[src/rtl/serial_adder_ctrl.sv]
// Bit-serial add sequencer: takes a, b, cin over a valid/ready handshake, drives an
// external 1-bit full adder one bit pair per clock (LSB first), and returns
// {cout, result} = a + b + cin over a second valid/ready handshake.
// Ports: clk, rst_n (sync, active low); in_valid/in_ready/a/b/cin (operand side);
//   fa_s1/fa_s0/fa_cin -> full adder, fa_sum/fa_cout <- full adder;
//   out_valid/out_ready/result/cout (result side); busy (RUN or DONE);
//   ovf (signed overflow) only when SERIAL_ADD_OVF_EN is defined.
module serial_adder_ctrl #(
  parameter int WIDTH = 8,
  parameter int CNT_W = $clog2(WIDTH + 1)
) (
  input  logic             clk,
  input  logic             rst_n,
  input  logic             in_valid,
  output logic             in_ready,
  input  logic [WIDTH-1:0] a,
  input  logic [WIDTH-1:0] b,
  input  logic             cin,
  output logic             fa_s1,
  output logic             fa_s0,
  output logic             fa_cin,
  input  logic             fa_sum,
  input  logic             fa_cout,
  output logic             out_valid,
  input  logic             out_ready,
  output logic [WIDTH-1:0] result,
  output logic             cout,
  output logic             busy
`ifdef SERIAL_ADD_OVF_EN
  ,
  output logic             ovf
`endif
);

  typedef enum logic [1:0] {
    IDLE,
    RUN,
    DONE
  } state_t;

  localparam logic [CNT_W-1:0] LAST = CNT_W'(WIDTH - 1);

  state_t state;
  state_t state_nx;

  logic [WIDTH-1:0] a_sh;
  logic [WIDTH-1:0] b_sh;
  logic             carry_q;
  logic [CNT_W-1:0] cnt;
  logic [WIDTH-1:0] result_q;
  logic             cout_q;
  logic             last;

  assign last   = (cnt == LAST);
  assign result = result_q;
  assign cout   = cout_q;

  always_ff @(posedge clk) begin
    if (!rst_n) state <= IDLE;
    else        state <= state_nx;
  end

  always_comb begin
    state_nx  = state;
    in_ready  = 1'b0;
    out_valid = 1'b0;
    busy      = 1'b0;
    fa_s1     = 1'b0;
    fa_s0     = 1'b0;
    fa_cin    = 1'b0;
    unique case (state)
      IDLE: begin
        in_ready = 1'b1;
        if (in_valid) state_nx = RUN;
      end
      RUN: begin
        busy   = 1'b1;
        fa_s1  = a_sh[0];
        fa_s0  = b_sh[0];
        fa_cin = carry_q;
        if (last) state_nx = DONE;
      end
      DONE: begin
        busy      = 1'b1;
        out_valid = 1'b1;
        if (out_ready) state_nx = IDLE;
      end
      default: state_nx = IDLE;
    endcase
  end

  always_ff @(posedge clk) begin
    if (!rst_n) begin
      a_sh     <= '0;
      b_sh     <= '0;
      carry_q  <= 1'b0;
      cnt      <= '0;
      result_q <= '0;
      cout_q   <= 1'b0;
    end else begin
      if (state == IDLE && in_valid) begin
        a_sh     <= a;
        b_sh     <= b;
        carry_q  <= cin;
        cnt      <= '0;
        result_q <= '0;
      end
      if (state == RUN) begin
        // sum bits enter at the MSB so bit 0 lands in place after WIDTH shifts
        result_q <= {fa_sum, result_q[WIDTH-1:1]};
        carry_q  <= fa_cout;
        a_sh     <= {1'b0, a_sh[WIDTH-1:1]};
        b_sh     <= {1'b0, b_sh[WIDTH-1:1]};
        cnt      <= cnt + 1'b1;
        if (last) cout_q <= fa_cout;
      end
    end
  end

`ifdef SERIAL_ADD_OVF_EN
  logic ovf_q;

  assign ovf = ovf_q;

  // carry_q holds the carry into the MSB on the final RUN cycle
  always_ff @(posedge clk) begin
    if (!rst_n) begin
      ovf_q <= 1'b0;
    end else if (state == RUN && last) begin
      ovf_q <= carry_q ^ fa_cout;
    end else if (state == DONE && out_ready) begin
      ovf_q <= 1'b0;
    end
  end
`endif

endmodule

[config.mk]
export PLATFORM = sky130hd
export DESIGN_NAME = serial_adder_ctrl
export DESIGN_NICKNAME = d
export VERILOG_FILES = /design/src/rtl/serial_adder_ctrl.sv
export SDC_FILE = /design/constraint.sdc
export NUM_CORES = 1
export LEC_CHECK = 0
export ABC_AREA = 1
export BUFFER_PORTS_ARGS = -buffer_cell sky130_fd_sc_hd__buf_2
export CORE_AREA = 2 2 56 58
export CTS_BUF_LIST = sky130_fd_sc_hd__clkbuf_4
export DETAILED_ROUTE_END_ITERATION = 8
export DIE_AREA = 0 0 58 60
export HOLD_SLACK_MARGIN = 0.02
export PLACE_DENSITY = 0.74
export SETUP_SLACK_MARGIN = 0.05
export SLEW_MARGIN = 20
export SYNTH_ARGS = -nofsm -noshare
export SYNTH_HDL_FRONTEND = slang
export SYNTH_SLANG_ARGS = --single-unit
[constraint.sdc]
create_clock -name clk -period 1.8 [get_ports clk]
set_input_delay 0.09 -clock clk [delete_from_list [all_inputs] [get_ports clk]]
set_output_delay 0.09 -clock clk [all_outputs]
set_load 0.02 [all_outputs]
==> results of run 1 <==
## path summary, 6_finish.rpt
check | from | to | slack, ps | cells after the start
setup / recovery | state[1] | fa_s0 | 200 | 6
hold / removal | a[0] | a_sh[0] | 20 | 3
setup reg to reg | state[1] | a_sh[2] | 220 | 6
hold reg to reg | result[0] | result[0] | 460 | 2
## per-layer routing
metal / up-vias / part of all wire [%] / track usage, %
li1: 701 / - / -
met1: 597 / 45 / 22.1
met2: 37 / 48 / 30.5
met3: 5 / 5.9 / 6.06
met4: 0 / 1.5 / 5.98
met5: - / 0 / 0
## through the flow
stage / power, mW / hold slack [ps] / setup slack, ps / cells / instance area (sq um)
final: 1.54 / 22.5 / 201 / 270 / 1710
after global routing: 1.63 / 31.8 / 102 / 270 / 1710
after CTS: 1.55 / 23.8 / 213 / 270 / 1710
after detailed placement: 1.14 / 350 / 261 / 251 / 1550
after global placement: 1.14 / 348 / 266 / 251 / 1550
after floorplan: 1.08 / 230 / 374 / 188 / 1380
## sequential cells by signal (all words and copies together) (netlist names)
signal	cells
a_sh	8
b_sh	8
carry_q	1
cnt	4
cout	1
result	8
state	2
## cells in the final DEF, fill, tap and decap left out
| master | synthesis | routed |
|---|---|---|
| nand3_1 | 2 | 2 |
| a31oi_1 | 5 | 5 |
| nand2_1 | 56 | 56 |
| nand2_4 | 1 | 1 |
| nand4_1 | 1 | 1 |
| o21ai_0 | 12 | 12 |
| dlygate4sd3_1 | 0 | 11 |
| inv_1 | 11 | 11 |
| inv_2 | 2 | 2 |
| buf_2 | 2 | 37 |
| nor2_1 | 24 | 24 |
| ha_1 | 4 | 4 |
| buf_4 | 2 | 1 |
| nor3_1 | 11 | 11 |
| clkinv_2 | 0 | 2 |
| nand2_2 | 1 | 1 |
| nor3_2 | 1 | 1 |
| dfxtp_1 | 32 | 32 |
| clkinv_1 | 1 | 2 |
| a21oi_1 | 16 | 16 |
| clkbuf_4 | 0 | 5 |
## power groups by stage
stage / combinational (mW) / clock (mW) / sequential, mW
finish: 0.338 / 0.394 / 0.807
global route: 0.384 / 0.430 / 0.814
CTS: 0.340 / 0.401 / 0.806
detailed placement: 0.321 / 0 / 0.822
global placement: 0.317 / 0 / 0.821
floorplan: 0.264 / 0 / 0.818
## repair_timing
item / in CTS / in global routing
resized for setup: 0 / 0
hold buffers: 11 / 0
endpoints found under the setup margin: 0 / 0
endpoints found under the hold margin: 11 / 0
## layout make-up
cell class / count / area, sq um / area share, %
clock buffer: 5 / 37.5 / 2.20
clock inverter: 3 / 13.8 / 0.805
inverter: 14 / 52.6 / 3.07
multi-input combinational: 134 / 621 / 36.3
sequential: 32 / 641 / 37.5
tap: 33 / 41.3 / 2.42
timing repair buffer: 49 / 303 / 17.7
## synth_stat cells, types with 3 or more instances
cell / count
nand2_1: 56
dfxtp_1: 32
nor2_1: 24
a21oi_1: 16
o21ai_0: 12
inv_1: 11
nor3_1: 11
a31oi_1: 5
ha_1: 4
buf_6: 3
## critical path, stage by stage, from the launching register on
cell     delay, ps
dfxtp_1        340
inv_1           80
ha_1           180
buf_4          250
nand2_1         80
inv_1           70
buf_2          160
## cells by family (layout without fill, tap and decap cells)
kind of cell	Yosys count	count (layout)	share of synthesized area, %
buf+inv	22	71	8.45
flops	32	32	46.5
simple gates	97	97	29.0
compound gates	33	33	12.4
fa+ha+maj	4	4	3.63
==> flow_summary_export.csv, run 1 <==
group,metric,value,unit
outcome,outcome,"completed",
sta,rsz0062_at_grt,"no",
drt,viasPerCell,4.96,
cts,clkSlewWorstSetupHoldPaths,100,ps
sta,tightestPinTransition,447,ps
cts,clockBufferDepth,2,
finish,drive_gt1_share,21.1,%
hold_path,hold_class,"input pin to flip-flop",
cts,cts_root_buffer,"clkbuf_4",
synthesis,syn_nets,215,
cts,cts_inserted_buffers,5,
synthesis,netlist_top_cells_area,"dfxtp_1, nand2_1, nor2_1",
drt,vias,1340,
global_route,grt_pass1_vias,1119,
cts,cts_setup_buffers,0,
critical_path,critPathLaunchType,"flip-flop",
critical_path,critical_path_class,"flip-flop to primary output",
floorplanning,die_w,58,um
finish,final_util,58.9,%
synthesis,ys_seq_area_share,46.5,%
synthesis,synth-main-ff-cell,"dfxtp_1",
pwr,p_per_area,900,nW/um^2
floorplanning,initial_core_util,47.5,%
synthesis,ys_types,20,
cts,htree_levels,2,
pwr,p_clk_share,25.6,%
placed_design,numPortBuffers,37,
drt,routed_wl,2.94,mm
floorplanning,ios,38,
synthesis,ys_seq_elements,32,
synthesis,synthCells,188,
floorplanning,die_h,60,um
sta,finalMaxSlewViolations,0,
sta,finalCritPeriodShare,88.9,%
synthesis,yosysTopAreaCell,"dfxtp_1",
synthesis,ys_warn_count,0,
synthesis,async_flop_share,0,%
global_route,antenna_found_initial,0,
pwr,internal_power,1.04,mW
floorplanning,fp.dieArea,3480,sq um
critical_path,worstPathRequired,1710,ps
drt,drt_iter0_markers,43,
drt,drtAntennaViolNets,0,
critical_path,cp-end-kind,"primary output",
critical_path,crit_fanout,22,
placed_design,gp_congestion,0.713,
sta,fin_skew,9.33,ps
cts,cts_sinks,32,
drt,routedWlPerCell,10.9,um
pwr,seq_power_share,52.4,%
placed_design,dpl.hpwl,1.91,mm
synthesis,synth_top_area_share,46.5,%
pwr,switchingPower,0.500,mW
finish,area_growth,24.1,%
critical_path,cp_data_arrival_time,1510,ps
finish,fill_cells,279,
sta,tns,0,ps
finish,n_antenna_cell,0,
sta,fmax,625,MHz
sta,setup_viol,0,
synthesis,synthesis.area,1380,sq um
synthesis,synth_edf_count,0,
sta,fin_crit,1600,ps
sta,finalHoldViolCount,0,
pwr,ir_drop,0.778,mV
cts,clk_latency,340,ps
sta,relSlewSlack,70.0,%
synthesis,syn_avg_cell_area,7.33,sq um
pwr,switching_share,32.5,%
finish,nets,263,
global_route,grt_use_total,18.2,%
floorplanning,design.core.area,2900,sq um
pwr,power_frac_comb,22.0,%
global_route,grt_max_degree,23,
global_route,grt_overflow_total,0,
global_route,grt_pass1_wl,4.75,mm
drt,drc,0,
run,cap_violations,0,
pwr,p_leak,0.784,nW
cts,tritoncts,"done",
floorplanning,floorplan.rows,20,
drt,first_pass_iters,4,
No activity file was read; power rests on OpenSTA's default activity.
==> inputs of run 2 (changes only) <==
Settings changed: REMOVE_ABC_BUFFERS set to 1.
==> run 2 against run 1 <==
Fmax increased by 1.7%. Die area unchanged. Combinational power grew 3%. Clock skew is 5.6 ps lower. Utilization increased by 2.2 points. Highest routed layer unchanged.
==> flow_summary_export.csv, run 2 (synthesized netlist as in run 1, its figures left out) <==
group,metric,value,unit
cts,cts_inserted_buffers,5,
sta,fmax,636,MHz
pwr,p_leak,0.809,nW
sta,tightestPinTransition,458,ps
sta,fin_crit,1570,ps
sta,fin_skew,3.72,ps
finish,final_common_cell,"nand2_1",
drt,first_pass_iters,4,
floorplanning,die_w,58,um
hold_path,hold_class,"input pin to flip-flop",
floorplanning,design.core.area,2900,sq um
floorplanning,initial_core_util,47.5,%
finish,n_antenna_cell,0,
drt,drt_iter0_markers,42,
sta,setup_viol,0,
finish,fill_cells,300,
cts,clkSlewWorstSetupHoldPaths,100,ps
global_route,grt_use_total,19.3,%
cts,htree_levels,2,
pwr,p_per_area,949,nW/um^2
placed_design,numPortBuffers,37,
run,cap_violations,0,
drt,vias,1344,
pwr,ir_drop,0.607,mV
cts,postCtsHoldBufs,15,
sta,rsz0062_at_grt,"no",
floorplanning,fp.dieArea,3480,sq um
finish,drive_gt1_share,20.3,%
sta,tns,0,ps
cts,cts_sinks,32,
critical_path,critPathLaunchType,"flip-flop",
placed_design,gp_congestion,0.768,
sta,relSlewSlack,69.3,%
drt,drtAntennaViolNets,0,
finish,nets,267,
floorplanning,die_h,60,um
drt,viasPerCell,4.91,
critical_path,crit_fanout,22,
critical_path,worstPathRequired,1710,ps
critical_path,cp_data_arrival_time,1480,ps
global_route,grt_max_degree,23,
sta,finalCritPeriodShare,87.4,%
global_route,grt_pass1_vias,1190,
finish,area_growth,28.7,%
global_route,grt_pass1_wl,5.04,mm
global_route,antenna_found_initial,0,
sta,finalMaxSlewViolations,0,
drt,routedWlPerCell,11.2,um
cts,cts_resized,0,
cts,cts_root_buffer,"clkbuf_4",
floorplanning,floorplan.rows,20,
drt,routed_wl,3.06,mm
outcome,outcome,"completed",
pwr,power,1.68,mW
cts,tritoncts,"done",
finish,final_util,61.1,%
global_route,grt_overflow_total,0,
floorplanning,ios,38,
drt,drc,0,
placed_design,dpl.hpwl,1.93,mm
sta,finalHoldViolCount,0,
cts,clk_latency,330,ps
critical_path,cp-end-kind,"primary output",
finish,layout_common_cells,"nand2_1, buf_2, dfxtp_1, nor2_1, a21oi_1",
cts,clockBufferDepth,2,
critical_path,critical_path_class,"flip-flop to primary output",
cts,cts_setup_buffers,0,
run 2: cell types whose count changed in the layout (fill, tap and decap cells not counted):
cell,change
dlygate4sd3_1,+4
clkinv_2,-2
bufinv_16,+1
clkinv_1,+1
run 2: critical path, cell delays in order, from the launching register on:
cell and delay [ps]:
dfxtp_1 340, inv_1 80, ha_1 180, buf_4 260, nand2_1 80, inv_1 60
buf_2 160
run 2: routing by layer:
metal / vias up / GRT usage [%] / routed length (um)
met5: - / 0 / 0
met3: 4 / 6.71 / 164
met4: 0 / 7.64 / 28
met1: 597 / 23.5 / 1410
li1: 707 / - / -
met2: 36 / 31.3 / 1460
run 2: worst paths after layout:
| check | from | to | slack, ps | cells after the start |
|---|---|---|---|---|
| worst max-delay path | state[1] | fa_cin | 230 | 6 |
| worst min-delay path | b[3] | b_sh[3] | 20 | 3 |
| worst max register to register | state[1] | result[5] | 250 | 7 |
| worst min register to register | a_sh[7] | a_sh[7] | 470 | 2 |
run 2: stage by stage:
stage	hold slack [ps]	cells	setup slack, ps	area (sq um)
floorplan	210	180	185	1310
global placement	337	251	309	1550
detailed placement	350	251	274	1550
CTS	22.9	274	204	1770
global route	35.8	274	90.1	1770
finish	23.4	274	227	1770
run 2: report_power, final:
group          internal (mW)  switching [mW]
clock                  0.284           0.245
sequential             0.773          0.0332
combinational          0.128           0.220
total                   1.18           0.498
run 2: final cells by class:
type                            count  area, sq um  share of cell area, %
Sequential cell                    32          641                   36.1
Multi-Input combinational cell    134          621                   35.0
Timing Repair Buffer               53          343                   19.3
Inverter                           14         52.6                   2.96
Tap cell                           33         41.3                   2.33
Clock buffer                        5         37.5                   2.12
Clock inverter                      3         37.5                   2.12
